===== src/rtl/core_pkg.sv =====
// Shared types and constants for the core memory-stage data-bus master.
// The funct3 helpers treat loads and stores alike, since only the size bits matter here.
package core_pkg;

    typedef enum logic [1:0] {
        IDLE = 2'd0,
        BUS  = 2'd1,
        DONE = 2'd2
    } dbus_state_t;

    typedef enum logic [1:0] {
        NONE     = 2'b00,
        MISALIGN = 2'b01,
        BUSERR   = 2'b10,
        TIMEOUT  = 2'b11
    } dbus_fault_t;

    localparam logic [2:0] F3_B  = 3'b000;
    localparam logic [2:0] F3_H  = 3'b001;
    localparam logic [2:0] F3_W  = 3'b010;
    localparam logic [2:0] F3_BU = 3'b100;
    localparam logic [2:0] F3_HU = 3'b101;

    // Size lives in funct3[1:0]; the unsigned variants share the same alignment rule.
    function automatic logic is_misaligned(input logic [2:0] funct3, input logic [1:0] addr_lo);
        case (funct3[1:0])
            2'b01:   return addr_lo[0];
            2'b10:   return addr_lo != 2'b00;
            default: return 1'b0;
        endcase
    endfunction

endpackage


===== src/rtl/core_load_align.sv =====
// Combinational load-data alignment: shifts the addressed lane down and
// sign- or zero-extends according to funct3.
module core_load_align
    import core_pkg::*;
(
    input  logic [2:0]  i_funct3,
    input  logic [1:0]  i_lane,
    input  logic [31:0] i_bus_dat,
    output logic [31:0] o_data
);

    logic [31:0] shifted;

    always_comb begin
        shifted = i_bus_dat >> {i_lane, 3'b000};
        case (i_funct3)
            F3_B:    o_data = {{24{shifted[7]}}, shifted[7:0]};
            F3_H:    o_data = {{16{shifted[15]}}, shifted[15:0]};
            F3_BU:   o_data = {24'h000000, shifted[7:0]};
            F3_HU:   o_data = {16'h0000, shifted[15:0]};
            default: o_data = shifted;
        endcase
    end

endmodule


===== src/rtl/core_dbus_ctrl.sv =====
// Memory-stage data-bus master: one Wishbone-style classic cycle per load/store,
// stalling the pipeline while the cycle runs and reporting result/fault in DONE.
module core_dbus_ctrl
    import core_pkg::*;
#(
    parameter int unsigned TIMEOUT_CYCLES = 255
) (
    input  logic        i_clk,
    input  logic        i_reset,
    input  logic        i_req,
    input  logic        i_we,
    input  logic [2:0]  i_funct3,
    input  logic [31:0] i_addr,
    input  logic [31:0] i_wdata,
    input  logic [3:0]  i_sel,
    input  logic        i_flush,
    output logic        o_stall,
    output logic [31:0] o_rdata,
    output logic        o_rdata_vld,
    output logic [1:0]  o_fault,
    output logic        o_bus_cyc,
    output logic        o_bus_stb,
    output logic        o_bus_we,
    output logic [31:0] o_bus_adr,
    output logic [31:0] o_bus_dat,
    output logic [3:0]  o_bus_sel,
    input  logic        i_bus_ack,
    input  logic        i_bus_err,
    input  logic [31:0] i_bus_dat,
    output dbus_state_t o_dbg_state
);

    localparam int unsigned CNT_RAW  = $clog2(TIMEOUT_CYCLES + 1);
    localparam int unsigned CNT_W    = (CNT_RAW < 8) ? 8 : ((CNT_RAW > 32) ? 32 : CNT_RAW);
    localparam bit          TO_EN    = (TIMEOUT_CYCLES != 0);
    localparam logic [CNT_W-1:0] CNT_LAST = CNT_W'(TIMEOUT_CYCLES - 1);

    dbus_state_t      state_q, state_d;
    dbus_fault_t      fault_q, fault_d;
    logic             cyc_q, cyc_d;
    logic             stb_q, stb_d;
    logic             we_q, we_d;
    logic [31:0]      adr_q, adr_d;
    logic [31:0]      dat_q, dat_d;
    logic [3:0]       sel_q, sel_d;
    logic [2:0]       funct3_q, funct3_d;
    logic [1:0]       lane_q, lane_d;
    logic [CNT_W-1:0] cnt_q, cnt_d;
    logic             flush_q, flush_d;
    logic [31:0]      rdata_q, rdata_d;

    logic        misaligned;
    logic        flush_eff;
    logic [31:0] load_ext;
    logic        stall;
    logic        rdata_vld;
    dbus_fault_t fault_out;

    core_load_align u_load_align (
        .i_funct3  (funct3_q),
        .i_lane    (lane_q),
        .i_bus_dat (i_bus_dat),
        .o_data    (load_ext)
    );

    always_comb begin
        state_d    = state_q;
        fault_d    = fault_q;
        cyc_d      = cyc_q;
        stb_d      = stb_q;
        we_d       = we_q;
        adr_d      = adr_q;
        dat_d      = dat_q;
        sel_d      = sel_q;
        funct3_d   = funct3_q;
        lane_d     = lane_q;
        cnt_d      = cnt_q;
        flush_d    = flush_q;
        rdata_d    = rdata_q;
        stall      = 1'b0;
        rdata_vld  = 1'b0;
        fault_out  = NONE;
        misaligned = is_misaligned(i_funct3, i_addr[1:0]);
        flush_eff  = flush_q | i_flush;

        case (state_q)
            IDLE: begin
                if (i_req) begin
                    stall    = 1'b1;
                    flush_d  = i_flush;
                    we_d     = i_we;
                    funct3_d = i_funct3;
                    lane_d   = i_addr[1:0];
                    if (misaligned) begin
                        fault_d = MISALIGN;
                        state_d = DONE;
                    end else begin
                        fault_d = NONE;
                        cyc_d   = 1'b1;
                        stb_d   = 1'b1;
                        adr_d   = {i_addr[31:2], 2'b00};
                        dat_d   = i_wdata;
                        sel_d   = i_sel;
                        cnt_d   = '0;
                        state_d = BUS;
                    end
                end
            end
            BUS: begin
                stall = 1'b1;
                if (i_flush) flush_d = 1'b1;
                // Error wins over a simultaneous ack.
                if (i_bus_err) begin
                    cyc_d   = 1'b0;
                    stb_d   = 1'b0;
                    fault_d = BUSERR;
                    state_d = DONE;
                end else if (i_bus_ack) begin
                    cyc_d   = 1'b0;
                    stb_d   = 1'b0;
                    fault_d = NONE;
                    if (!we_q) rdata_d = load_ext;
                    state_d = DONE;
                end else if (TO_EN && (cnt_q == CNT_LAST)) begin
                    cyc_d   = 1'b0;
                    stb_d   = 1'b0;
                    fault_d = TIMEOUT;
                    state_d = DONE;
                end else if (cnt_q != '1) begin
                    cnt_d = cnt_q + 1'b1;
                end
            end
            DONE: begin
                flush_d   = 1'b0;
                rdata_vld = !we_q && (fault_q == NONE) && !flush_eff;
                fault_out = flush_eff ? NONE : fault_q;
                state_d   = IDLE;
            end
            default: begin
                state_d = IDLE;
            end
        endcase
    end

    always_ff @(posedge i_clk) begin
        if (i_reset) begin
            state_q  <= IDLE;
            fault_q  <= NONE;
            cyc_q    <= 1'b0;
            stb_q    <= 1'b0;
            we_q     <= 1'b0;
            adr_q    <= '0;
            dat_q    <= '0;
            sel_q    <= '0;
            funct3_q <= '0;
            lane_q   <= '0;
            cnt_q    <= '0;
            flush_q  <= 1'b0;
            rdata_q  <= '0;
        end else begin
            state_q  <= state_d;
            fault_q  <= fault_d;
            cyc_q    <= cyc_d;
            stb_q    <= stb_d;
            we_q     <= we_d;
            adr_q    <= adr_d;
            dat_q    <= dat_d;
            sel_q    <= sel_d;
            funct3_q <= funct3_d;
            lane_q   <= lane_d;
            cnt_q    <= cnt_d;
            flush_q  <= flush_d;
            rdata_q  <= rdata_d;
        end
    end

    assign o_stall     = stall;
    assign o_rdata     = rdata_q;
    assign o_rdata_vld = rdata_vld;
    assign o_fault     = fault_out;
    assign o_bus_cyc   = cyc_q;
    assign o_bus_stb   = stb_q;
    assign o_bus_we    = we_q;
    assign o_bus_adr   = adr_q;
    assign o_bus_dat   = dat_q;
    assign o_bus_sel   = sel_q;
    assign o_dbg_state = state_q;

endmodule


===== config.mk =====
export PLATFORM = sky130hd
export DESIGN_NAME = core_dbus_ctrl
export DESIGN_NICKNAME = d
export VERILOG_FILES = /design/src/rtl/core_pkg.sv /design/src/rtl/core_load_align.sv /design/src/rtl/core_dbus_ctrl.sv
export SDC_FILE = /design/constraint.sdc
export NUM_CORES = 1
export LEC_CHECK = 0
export CAP_MARGIN = 30
export CORE_MARGIN = 4
export CORE_UTILIZATION = 35
export DETAILED_ROUTE_END_ITERATION = 6
export HOLD_SLACK_MARGIN = 0.12
export PLACE_DENSITY = 0.7
export SKIP_CTS_REPAIR_TIMING = 1
export SYNTH_ARGS = -nofsm -noshare
export SYNTH_HDL_FRONTEND = slang
export SYNTH_SLANG_ARGS = --single-unit

===== constraint.sdc =====
create_clock -name i_clk -period 2.48 [get_ports i_clk]
set_input_delay 0.372 -clock i_clk [delete_from_list [all_inputs] [get_ports i_clk]]
set_output_delay 0.372 -clock i_clk [all_outputs]
set_load 0.01 [all_outputs]

==> flow_metrics.env, run 1 <==
export IMPL_outcome="finished, final reports clean"
export IMPL_timing_setup_critical_path_class="register to output port"
export IMPL_dieArea_um2=17100
export IMPL_std_cell_rows=44
export IMPL_die_w_um=131
export IMPL_clock_tree_htree_level_count=4
export IMPL_clock_root_buffer="sky130_fd_sc_hd__clkbuf_16"
export IMPL_synthesis_area_um2=5270
export IMPL_yosysWarnings=0
export IMPL_synth_register_bits=118
export IMPL_final_hold_violation_count=0
export IMPL_yosysUniqueCellTypes=61
export IMPL_gr_usage_met2_pct=29.3
export IMPL_cts_max_path_buffers=2
export IMPL_setup_violations=0
export IMPL_path_clk_slew_ps=60
export IMPL_most_common_cell_after_layout_fill_and_taps_aside="sky130_fd_sc_hd__clkdlybuf4s50_1"
export IMPL_gpl_final_weighted_congestion=0.839
export IMPL_vias_per_cell=4.99
export IMPL_synth_sequential_area_ratio_pct=44.8
export IMPL_final_min_period_over_clock_period_pct=92.8
export IMPL_count_of_nets_left_with_antenna_violations_after_detail_routing=0
export IMPL_wl_per_cell_um=15.7
export IMPL_largest_net_degree_at_the_start_of_global_routing=65
export IMPL_timing_clock_skew_ps=5.44
export IMPL_vias_in_the_first_global_route=4921
export IMPL_final_net_count=966
export IMPL_worstSkewPairLatency_ps=400
export IMPL_highest_clock_rate_ghz=0.434
export IMPL_hpwl_um=11700
export IMPL_critPathLaunchType="register"
export IMPL_routed_wl_um=16400
export IMPL_final_cell_mix="214 x sky130_fd_sc_hd__clkdlybuf4s50_1, 169 x sky130_fd_sc_hd__nand2_1, 118 x sky130_fd_sc_hd__dfxtp_1, 110 x sky130_fd_sc_hd__a21oi_1, 31 x sky130_fd_sc_hd__nor2_1"
export IMPL_total_leakage_power_uw=0.00294
export IMPL_holdWs_ps=452
export IMPL_critPathMaxFanout=7
export IMPL_drtIter0Drc=325
export IMPL_num_antenna_cells=0
export IMPL_irDropWorstVdd_mv=0.542
export IMPL_worstPathRequired_ps=2110
export IMPL_finalWorstSetupSlack_ps=178
export IMPL_number_of_clock_sinks=118
export IMPL_drt_pass1_iter_count=4
export IMPL_netlist_instances=643
export IMPL_syn2layout_area_growth_pct=55.7
export IMPL_floorplan_io_pins=219
export IMPL_final_max_slew_viol_count=0
export IMPL_globalRouteMet1Util_pct=22.6
export IMPL_remaining_drc_errors=0
export IMPL_first_pass_grt_wire_length_um=25000
export IMPL_cap_violations=0
export IMPL_dp_cells=1014
export IMPL_global_route_usage_total_pct=18.6
export IMPL_initial_core_utilization_pct=36.0
export IMPL_power_per_cell_area_nw_per_um2=695
export IMPL_core_area_um2=14600
export IMPL_die_h_um=131
export IMPL_global_route_usage_met3_pct=8.21
export IMPL_postSynth_topFlopCell="sky130_fd_sc_hd__dfxtp_1"
export IMPL_busiest_layer="met2"
export IMPL_synth_enable_flop_cells=0
export IMPL_reg2reg_slack_ps=500
export IMPL_slew_headroom_pct=54.3
export IMPL_port_buffer_count=216
export IMPL_worst_endpoint_arrival_ps=1930
export IMPL_overflow=0
export IMPL_timing_worst_slew_pin_value_ps=686
export IMPL_ys_async_sr_fraction_pct=0
export IMPL_cts_inserted_buffers=17
export IMPL_fin_crit_ps=2300
export IMPL_end_kind="output port"
export IMPL_min_delay_path_class="register to register"
export IMPL_rsz0062_at_grt="no"
export IMPL_tritoncts="yes"
export IMPL_post_place_ws_ps=61.2
export IMPL_finalNonFillerCells=1046
export IMPL_antenna_found_initial=0
export IMPL_drive_gt1_share_pct=10.1
export IMPL_vias=5215
export IMPL_report_power_total_uw=5700
export IMPL_synthesis_area_per_instance_um2=8.19
cells in the mapped netlist (2+ instances only):
library cell	number	area share, %
sky130_fd_sc_hd__a211oi_2	10	2.4
sky130_fd_sc_hd__nor3_1	12	1.1
sky130_fd_sc_hd__a221oi_1	3	0.50
sky130_fd_sc_hd__a31oi_1	2	0.24
sky130_fd_sc_hd__buf_2	15	1.4
sky130_fd_sc_hd__dfxtp_1	118	45
sky130_fd_sc_hd__a2111o_1	2	0.43
sky130_fd_sc_hd__or2_2	2	0.24
sky130_fd_sc_hd__inv_1	13	0.93
sky130_fd_sc_hd__nand3_1	9	0.86
sky130_fd_sc_hd__mux2_2	8	1.7
sky130_fd_sc_hd__buf_1	2	0.14
sky130_fd_sc_hd__nor4b_1	2	0.33
sky130_fd_sc_hd__ha_1	7	1.7
sky130_fd_sc_hd__and2_1	3	0.36
sky130_fd_sc_hd__o2111ai_1	2	0.33
sky130_fd_sc_hd__nand2_1	169	12
sky130_fd_sc_hd__nand2b_1	4	0.47
sky130_fd_sc_hd__o21ai_0	3	0.28
sky130_fd_sc_hd__a21oi_1	110	10
sky130_fd_sc_hd__a211oi_1	8	1.1
sky130_fd_sc_hd__o21ai_1	2	0.19
sky130_fd_sc_hd__or3_1	3	0.36
sky130_fd_sc_hd__o21a_1	2	0.28
sky130_fd_sc_hd__clkbuf_1	23	1.6
sky130_fd_sc_hd__o2bb2ai_1	8	1.3
sky130_fd_sc_hd__mux2i_1	16	3.0
sky130_fd_sc_hd__buf_4	5	0.71
sky130_fd_sc_hd__nor2_1	31	2.2
sky130_fd_sc_hd__nand4_1	4	0.47
sky130_fd_sc_hd__o211ai_1	10	1.4
sky130_fd_sc_hd__o31ai_1	3	0.43
sky130_fd_sc_hd__nor3b_1	2	0.28
sky130_fd_sc_hd__nor2b_1	3	0.36
where the power goes:
group          internal, µW  switching [µW]
Combinational           608             597
Clock                  1480             907
Sequential             2030            79.0
cells by family (layout without fill, tap and decap cells):
group           count (synthesis)  after routing  share of synthesized area (%)
mux                            25             25                           5.18
buf+inv                        62            280                           5.61
fa+ha+maj                       7              7                           1.66
compound gates                176            176                           21.5
flops                         118            118                           44.8
other cells                     1              2                         0.0712
simple gates                  254            254                           21.1
worst paths after layout:
kind / startpoint / end / cells after the start
worst max register to register: o_dbg_state[1] / cnt_q[6] / 6
worst min register to register: o_bus_dat[5] / o_bus_dat[5] / 2
worst min-delay path: o_bus_dat[5] / o_bus_dat[5] / 2
worst max-delay path: o_dbg_state[1] / o_stall / 5
critical path, cell delays in order, from the launching register on:
cell	delay, ps
sky130_fd_sc_hd__dfxtp_1	340
sky130_fd_sc_hd__inv_1	100
sky130_fd_sc_hd__ha_1	230
sky130_fd_sc_hd__nand2_1	200
sky130_fd_sc_hd__nand2_1	120
sky130_fd_sc_hd__clkdlybuf4s50_1	540
stage by stage:
step	area [µm²]	util [%]	TNS, ps
finish	8200	56.0	0
global route	8200	56.0	0
floorplan	5270	-	0
CTS	8180	55.9	-50.1
detailed placement	7600	51.9	0
global placement	7600	51.9	0
flip-flops by register name (all words and copies together) (netlist names):
signal	count
o_dbg_state	2
o_bus_adr	30
flush_q	1
o_bus_dat	32
lane_q	2
o_rdata	32
fault_q	2
o_bus_we	1
o_bus_stb	1
cnt_q	8
funct3_q	3
o_bus_sel	4
layer usage:
metal	vias to the layer above	routed length, µm
li1	2628	-
met1	2357	6770
met2	212	7510
met3	18	1850
met4	0	262
met5	-	0
area by class of cell:
class | count | area (µm²)
Timing Repair Buffer | 234 | 2330
Inverter | 14 | 52.6
Fill cell | 1365 | 6440
Sequential cell | 118 | 2360
Clock inverter | 15 | 156
Clock buffer | 17 | 425
Tap cell | 184 | 230
Multi-Input combinational cell | 464 | 2640
Note: power is estimated with default switching activity, not from simulation.
==> run 2, diff against run 1 <==
--- a/config.mk
+++ b/config.mk
@@ -10,7 +10,7 @@
 export CORE_UTILIZATION = 35
 export DETAILED_ROUTE_END_ITERATION = 6
 export HOLD_SLACK_MARGIN = 0.12
-export PLACE_DENSITY = 0.7
+export PLACE_DENSITY = 0.68
 export SKIP_CTS_REPAIR_TIMING = 1
 export SYNTH_ARGS = -nofsm -noshare
 export SYNTH_HDL_FRONTEND = slang
==> run 2 against run 1 <==
Effect of this change: sequential share of layout area is 0.24 points lower; wire length up 0.79%; non-clock buffer count decreased by 1; setup slack gained 32 ps; first-iteration DRC count fell by 26%; core utilization is 0.46 points higher; register-to-register slack better by 60 ps; die area did not move; via count grew 0.29%.
==> flow_metrics.env, run 2 (same netlist as run 1, synthesis figures left out) <==
export IMPL_drtIter0Drc=240
export IMPL_pwr_share_seq_pct=35.4
export IMPL_critical_path_reg2reg_endpoint="o_bus_adr[26]"
export IMPL_critPathMaxStageDelay_ps=530
export IMPL_cts_max_path_buffers=2
export IMPL_global_route_usage_total_pct=19.1
export IMPL_floorplan_io_pins=219
export IMPL_timing_critical_path_cells="inv_1 -> ha_2 -> inv_2 -> nand2_1 -> clkdlybuf4s50_1"
export IMPL_clock_tree_htree_level_count=4
export IMPL_worst_hold_path_endpoint="fault_q[1]"
export IMPL_initial_core_utilization_pct=36.0
export IMPL_die_h_um=131
export IMPL_hpwl_um=12000
export IMPL_timing_hold_worst_path_depth=2
export IMPL_antenna_found_initial=0
export IMPL_crit_reg2reg_launch="o_dbg_state[0]"
export IMPL_worstPathRequired_ps=2110
export IMPL_final_min_period_over_clock_period_pct=91.5
export IMPL_final_max_slew_viol_count=0
export IMPL_highest_clock_rate_ghz=0.441
export IMPL_syn2layout_area_growth_pct=56.9
export IMPL_worstSkewPairLatency_ps=420
export IMPL_timing_clock_skew_ps=6.94
export IMPL_final_hold_violation_count=0
export IMPL_outcome="finished, final reports clean"
export IMPL_critPathLaunchType="register"
export IMPL_finish_instance_area_um2=8270
export IMPL_final_net_count=965
export IMPL_most_common_cell_after_layout_fill_and_taps_aside="sky130_fd_sc_hd__clkdlybuf4s50_1"
export IMPL_fin_tns_setup_ps=0
export IMPL_drt_pass1_iter_count=5
export IMPL_core_area_um2=14600
export IMPL_end_kind="output port"
export IMPL_switching_power_uw=1560
export IMPL_timing_setup_critical_path_class="register to output port"
export IMPL_rsz0062_at_grt="no"
export IMPL_gpl_final_weighted_congestion=0.845
export IMPL_dieArea_um2=17100
export IMPL_number_of_clock_sinks=118
export IMPL_multi_input_combinational_cell_area_um2=2640
export IMPL_irDropWorstVdd_mv=0.539
export IMPL_setup_violations=0
export IMPL_timing_critical_path_from="o_dbg_state[1]"
export IMPL_min_delay_path_class="input port to register"
export IMPL_final_cell_mix="214 x sky130_fd_sc_hd__clkdlybuf4s50_1, 169 x sky130_fd_sc_hd__nand2_1, 118 x sky130_fd_sc_hd__dfxtp_1, 110 x sky130_fd_sc_hd__a21oi_1, 31 x sky130_fd_sc_hd__nor2_1"
export IMPL_cts_inserted_buffers=17
export IMPL_vias=5230
export IMPL_first_pass_grt_wire_length_um=25500
export IMPL_fin_crit_ps=2270
export IMPL_largest_net_degree_at_the_start_of_global_routing=67
export IMPL_remaining_drc_errors=0
export IMPL_area_of_placed_instances_um2=7620
export IMPL_port_buffer_count=216
export IMPL_cell_internal_pwr_uw=4380
export IMPL_std_cell_rows=44
export IMPL_reg2reg_depth=8
export IMPL_cap_violations=0
export IMPL_power_per_cell_area_nw_per_um2=719
export IMPL_vias_per_cell=5.00
export IMPL_report_power_total_uw=5940
export IMPL_path_clk_slew_ps=50
export IMPL_critPathMaxFanout=11
export IMPL_overflow=0
export IMPL_drive_gt1_share_pct=9.87
export IMPL_clock_power_share_pct=44.1
export IMPL_worst_endpoint_arrival_ps=1900
export IMPL_reg2reg_slack_ps=560
export IMPL_ff_latch_area_um2=2360
export IMPL_num_antenna_cells=0
export IMPL_vias_in_the_first_global_route=4981
export IMPL_p_comb_share_pct=20.5
export IMPL_timing_worst_slew_pin_value_ps=634
export IMPL_worst_hold_start="i_reset"
export IMPL_total_leakage_power_uw=0.00298
export IMPL_cpMaxStageDelayCell="sky130_fd_sc_hd__clkdlybuf4s50_1"
export IMPL_slew_headroom_pct=57.5
export IMPL_clock_root_buffer="sky130_fd_sc_hd__clkbuf_16"
export IMPL_tritoncts="yes"
export IMPL_wl_per_cell_um=15.8
export IMPL_power_switching_share_pct=26.2
export IMPL_n_fill_cell=1373
export IMPL_count_of_nets_left_with_antenna_violations_after_detail_routing=0
export IMPL_die_w_um=131
export IMPL_routed_wl_um=16500
==> run 2: cell type report <==
cell class / count / share of cell area (%)
flip-flops and latches: 118 / 28.6
multi-input cells: 464 / 31.9
clock buffers: 20 / 5.52
inverters: 14 / 0.636
well taps: 184 / 2.78
repair buffers: 233 / 28.5
clock inverters: 12 / 2.12
==> run 2: metrics by stage <==
stage	hold slack (ps)	instances	util, %	worst slack [ps]
finish	449	1045	56.5	210
global route	444	1045	56.5	85.1
CTS	425	1045	56.3	-97.5
detailed placement	446	1013	52.0	79.7
global placement	441	1013	52.0	140
floorplan	437	644	-	744
==> run 2: worst max path at each step <==
stage	end	slack [ps]
after floorplan	cnt_q[6]	740
after global placement	cnt_q[6]	140
after detailed placement	cnt_q[6]	80
after CTS	o_rdata_vld	-100
after global routing	o_stall	90
final	o_stall	210
==> run 2: critical path, delay by kind of cell, from the launching register on <==
family,cells,cell delay (ps)
adders and majority gates,1,300
buffers and inverters,3,760
DFF,1,340
and+or+nand+nor,1,80
==> run 2: power groups by stage <==
stage | Combinational (µW) | Clock (µW) | Sequential (µW)
after global routing | 1330 | 2770 | 2120
after floorplan | 569 | 0 | 2190
after detailed placement | 1220 | 0 | 2140
after global placement | 1220 | 0 | 2140
final | 1220 | 2620 | 2100
after CTS | 1230 | 2690 | 2100
==> run 2: routing by layer <==
| layer | GRT usage, % | vias up | wire [µm] | part of all wire [%] |
|---|---|---|---|---|
| li1 | - | 2626 | - | - |
| met1 | 22.1 | 2359 | 6670 | 40 |
| met2 | 30.0 | 220 | 7550 | 46 |
| met3 | 10.7 | 25 | 1940 | 12 |
| met4 | 6.53 | 0 | 365 | 2.2 |
| met5 | 0 | - | 0 | 0 |
